[src/rtl/pulse_stretch.sv]
// pulse_stretch
//   Output-side pulse conditioner. Turns short or chattering requests on
//   `in` into clean pulses. Every high phase of `out` lasts at least OnTime
//   clk cycles. Every low phase that follows a high phase lasts at least
//   OffTime clk cycles. A request held longer than OnTime extends the high
//   phase for as long as it stays asserted.
//
//   Parameters
//     Bits    : width of the internal hold counter
//     OnTime  : minimum high time of out, 1 .. 2^Bits-1
//     OffTime : minimum low time of out after a high phase, 1 .. 2^Bits-1
//
//   Ports
//     clk   : rising-edge clock
//     reset : synchronous, active-high reset
//     in    : request, level or single-cycle pulse
//     out   : stretched output, registered
//     busy  : high whenever the FSM is not idle, decoded from the state register
//
//   Optional feature (macro PULSE_STRETCH_PENDING_EN)
//     When defined, a request seen at any point during the off hold-off is
//     remembered in a one-bit pending flag and serviced when the hold-off
//     ends. When undefined, only a request present on the final hold-off
//     edge re-triggers the output; earlier requests are dropped.

module pulse_stretch #(
  parameter int Bits    = 4,
  parameter int OnTime  = 4,
  parameter int OffTime = 4
) (
  input  logic clk,
  input  logic reset,
  input  logic in,
  output logic out,
  output logic busy
);

  typedef enum logic [1:0] {
    IDLE    = 2'd0,
    ON_MIN  = 2'd1,
    ON_EXT  = 2'd2,
    OFF_MIN = 2'd3
  } state_t;

  // Counter load values. Both are strictly below 2^Bits, so the counter
  // never needs more than Bits bits and never wraps.
  localparam logic [Bits-1:0] OnLoad  = Bits'(OnTime - 1);
  localparam logic [Bits-1:0] OffLoad = Bits'(OffTime - 1);
  localparam logic [Bits-1:0] CountOne = Bits'(1);

  // Reject parameter values the counter cannot represent.
  if (OnTime < 1 || OnTime > (2 ** Bits) - 1) begin : g_bad_on_time
    $error("pulse_stretch: OnTime out of range 1..2^Bits-1");
  end
  if (OffTime < 1 || OffTime > (2 ** Bits) - 1) begin : g_bad_off_time
    $error("pulse_stretch: OffTime out of range 1..2^Bits-1");
  end

  state_t          state_q, state_d;
  logic [Bits-1:0] count_q, count_d;
  logic            out_q, out_d;
  logic            retrigger;

`ifdef PULSE_STRETCH_PENDING_EN
  logic            pending_q, pending_d;

  // A request seen anywhere in the hold-off, or on its last edge, restarts
  // the output once the minimum off time has elapsed.
  assign retrigger = in | pending_q;
`else
  // Only a request still present on the last hold-off edge restarts the
  // output.
  assign retrigger = in;
`endif

  // State, counter and output registers. Reset aborts any phase at once;
  // there is no minimum off time after reset.
  always_ff @(posedge clk) begin
    if (reset) begin
      state_q   <= IDLE;
      count_q   <= '0;
      out_q     <= 1'b0;
`ifdef PULSE_STRETCH_PENDING_EN
      pending_q <= 1'b0;
`endif
    end else begin
      state_q   <= state_d;
      count_q   <= count_d;
      out_q     <= out_d;
`ifdef PULSE_STRETCH_PENDING_EN
      pending_q <= pending_d;
`endif
    end
  end

  // Next-state logic. The counter holds the remaining cycles of the current
  // minimum phase; a phase may only end on the edge where it reads zero.
  always_comb begin
    state_d   = state_q;
    count_d   = count_q;
    out_d     = out_q;
`ifdef PULSE_STRETCH_PENDING_EN
    pending_d = pending_q;
`endif

    case (state_q)
      IDLE: begin
        if (in) begin
          state_d = ON_MIN;
          out_d   = 1'b1;
          count_d = OnLoad;
        end
      end

      ON_MIN: begin
        if (count_q != '0) begin
          count_d = count_q - CountOne;
        end else if (in) begin
          state_d = ON_EXT;
        end else begin
          state_d = OFF_MIN;
          out_d   = 1'b0;
          count_d = OffLoad;
        end
      end

      // Stay high for as long as the request is held.
      ON_EXT: begin
        if (!in) begin
          state_d = OFF_MIN;
          out_d   = 1'b0;
          count_d = OffLoad;
        end
      end

      OFF_MIN: begin
        if (count_q != '0) begin
          count_d = count_q - CountOne;
`ifdef PULSE_STRETCH_PENDING_EN
          pending_d = pending_q | in;
`endif
        end else if (retrigger) begin
          state_d = ON_MIN;
          out_d   = 1'b1;
          count_d = OnLoad;
`ifdef PULSE_STRETCH_PENDING_EN
          pending_d = 1'b0;
`endif
        end else begin
          state_d = IDLE;
        end
      end

      default: begin
        state_d = IDLE;
        out_d   = 1'b0;
        count_d = '0;
      end
    endcase
  end

  assign out  = out_q;
  assign busy = (state_q != IDLE);

endmodule

[config.mk]
export PLATFORM = sky130hd
export DESIGN_NAME = pulse_stretch
export DESIGN_NICKNAME = d
export VERILOG_FILES = /design/src/rtl/pulse_stretch.sv
export SDC_FILE = /design/constraint.sdc
export NUM_CORES = 1
export LEC_CHECK = 0
export ABC_AREA = 1
export CORE_AREA = 2 2 39 41
export CTS_CLUSTER_SIZE = 40
export DETAILED_ROUTE_END_ITERATION = 12
export DIE_AREA = 0 0 41 43
export GPL_TIMING_DRIVEN = 0
export PLACE_DENSITY = 0.61
export SLEW_MARGIN = 15
export SYNTH_ARGS = -nofsm -noshare
export SYNTH_HDL_FRONTEND = slang
export SYNTH_SLANG_ARGS = --single-unit
[constraint.sdc]
create_clock -name clk -period 3.98 [get_ports clk]
set_input_delay 0.398 -clock clk [delete_from_list [all_inputs] [get_ports clk]]
set_output_delay 0.398 -clock clk [all_outputs]
set_load 0.02 [all_outputs]
==> results.ini <==
[run_status]
status=finished clean

[clock_tree]
ctsResizeCount=0
cts_tree=yes
ctsHtreeMaxLevel=1
clkSlewWorstSetupHoldPaths_ps=60
cts_setup_buffers=0
cts_root_buffer=clkbuf_4
clk_latency_ps=260
holdBufCountCts=0
cts.path.max_buffers=2
cts.sink_count=7
cts_buffers=3

[sta]
period_share_pct=53.3
final.setup.worst_slack_ps=1860
grt_setup_unrepaired=no
clock_skew_ps=4.49
tns_ps=0
post-route-min-period_ps=2120
relSlewSlack_pct=82.7
slew_viol_final=0
setup-violations-final=0
fmax_mhz=471
final_hold_viol_count=0
worst_pin_slew_ps=260

[power]
ir_drop_v=0.000276
power_uw=508
leakage_uw=0.000313
power.density_mw_per_mm2=783

[critical_path]
crit_start=state_q[0]
cp-start-kind=flop
crit_cells=4
regToRegStartpoint=state_q[0]
critPathBufInv=3
worstPathArrival_ps=1730
r2r_end=state_q[0]
critical_path_class=flop to primary output
worstPathCellList=inv_1 -> ha_1 -> inv_2 -> clkdlybuf4s50_1
path_max_fanout=6
worstRegToRegCells=8
ff2ff_setup_slack_ps=2560
max_stage_delay_ps=610
cp_top_family=buffers and inverters
worstSetupEndpoint=busy
cpMaxStageDelayCell=clkdlybuf4s50_1
endpoint_kind=primary output
worstPathRequired_ps=3580

[flow_run]
cap_violations=0

[floorplanning]
die_x_um=41
rows=14
die_area_mm2=0.00176
die_y_um=43
core-area_mm2=0.00138
io_pins=5
initial_utilization_pct=41.3

[placement]
post-dp-hpwl_um=891
io_buffers=3
dp_slack_ps=2140
gp_congestion=0.769

[global_route]
grt-ovfl-total=0
grt_max_degree=11
grt_pass1_vias=479
grt_antenna_before_repair=0
grt_pass1_wl_mm=2.02
grt_usage_pct=17.4

[synth]
synth_nets=97
ys_ff_latch=7
yosysWarnings=0
postSynthAreaPerCell_um2=6.50
netlist_area_um2=572
ys_types=21
ys_seq_area_share_pct=24.5
syn_inst=88

[route]
drtIter0Drc=11
drc_errors=0
viasPerCell=4.81
drtPass1Iterations=4
route.detailed.wl_per_inst_um=10.1
wirelength_mm=1.13
via_count=534
ant_nets=0

[final_layout]
nFillCells=163
diodes=0
final_nets=105
area_delta_synth_final_pct=13.3
drive_above_1_share_pct=12.6

[worst_hold_path]
hold_path.class=primary input to flop

==> how the worst min path moves through the flow <==
stage / startpoint / end / depth (start not counted)
2_1_floorplan: reset / count_q[2] / 1
3_3_place_gp: state_q[0] / state_q[0] / 2
3_5_place_dp: out / out / 2
4_1_cts: in / count_q[3] / 4
5_1_grt: in / count_q[2] / 4
6_report: in / count_q[2] / 4
==> power breakdown <==
part	switching, µW	internal, µW
clock network	30.9	38.6
registers	21.2	95.6
logic	195	126
==> cell usage after synthesis <==
library cell  count  area (µm²)
a211oi_1          1        7.51
a21oi_1           5        25.0
a21oi_4           1        16.3
buf_4             1        7.51
dfxtp_1           7         140
ha_1              6        75.1
inv_1            11        41.3
inv_2             2        7.51
nand2_1          26        97.6
nand2_2           1        6.26
nand2_4           1        11.3
nand3_1           6        30.0
nor2_1            9        33.8
nor2_2            1        6.26
nor2_4            1        11.3
nor3_1            1        5.00
o211ai_1          1        7.51
o21ai_0           3        15.0
o21ai_1           2        10.0
o21ai_2           1        8.76
xor2_1            1        8.76
==> routing by layer <==
| layer | GRT usage [%] | vias up | routed length, µm |
|---|---|---|---|
| met5 | 0 | - | 0 |
| met4 | 12.0 | 0 | 41 |
| met3 | 6.28 | 5 | 23 |
| met2 | 22.8 | 7 | 522 |
| met1 | 22.8 | 229 | 537 |
| li1 | - | 293 | - |
==> registers in the layout, indices dropped and copies added (netlist names) <==
signal / count
count_q: 4
state_q: 2
out: 1
==> kinds of logic (layout without fill, tap and decap cells) <==
logic type / after synthesis / in the layout / synth area share [%]
AND/OR/NAND/NOR: 46 / 46 / 35.2
buffers and inverters: 14 / 21 / 9.85
AO/OA/AOI/OAI: 14 / 14 / 15.8
flip-flops: 7 / 7 / 24.5
XOR/XNOR: 1 / 1 / 1.53
adder cells (fa/ha/maj): 6 / 6 / 13.1
==> area by class of cell <==
type                       count  area [µm²]  share of cell area, %
tap                           16        20.0                   3.09
clock buffer                   4        26.3                   4.05
inverter                      13        48.8                   7.53
timing repair buffer           3        30.0                   4.63
multi-input combinational     67         375                   57.9
buffer                         1        7.51                   1.16
sequential                     7         140                   21.6
==> through the flow <==
step	hold slack (ps)	cell area [µm²]	std cells	util, %
after floorplan	467	572	88	-
after global placement	517	622	107	44.9
after detailed placement	522	622	107	44.9
after CTS	504	648	111	46.8
after global routing	521	648	111	46.8
final	505	648	111	46.8
==> worst register-to-register path, delay by kind of cell (launching register included) <==
kind	cells	cell delay (ps)
buf+inv	2	220
simple gates	4	240
fa+ha+maj	1	270
flops	1	370
compound gates	1	220
==> cell usage in the layout (no fill, tap or decap), types with 2 or more instances in the layout <==
cell / synthesis / layout
a21oi_1: 5 / 5
nand2_1: 26 / 26
o21ai_0: 3 / 3
clkbuf_4: 0 / 3
inv_2: 2 / 2
nor2_1: 9 / 9
nand3_1: 6 / 6
inv_1: 11 / 11
clkdlybuf4s50_1: 0 / 3
ha_1: 6 / 6
o21ai_1: 2 / 2
dfxtp_1: 7 / 7
Note: power is estimated with default switching activity, not from simulation.
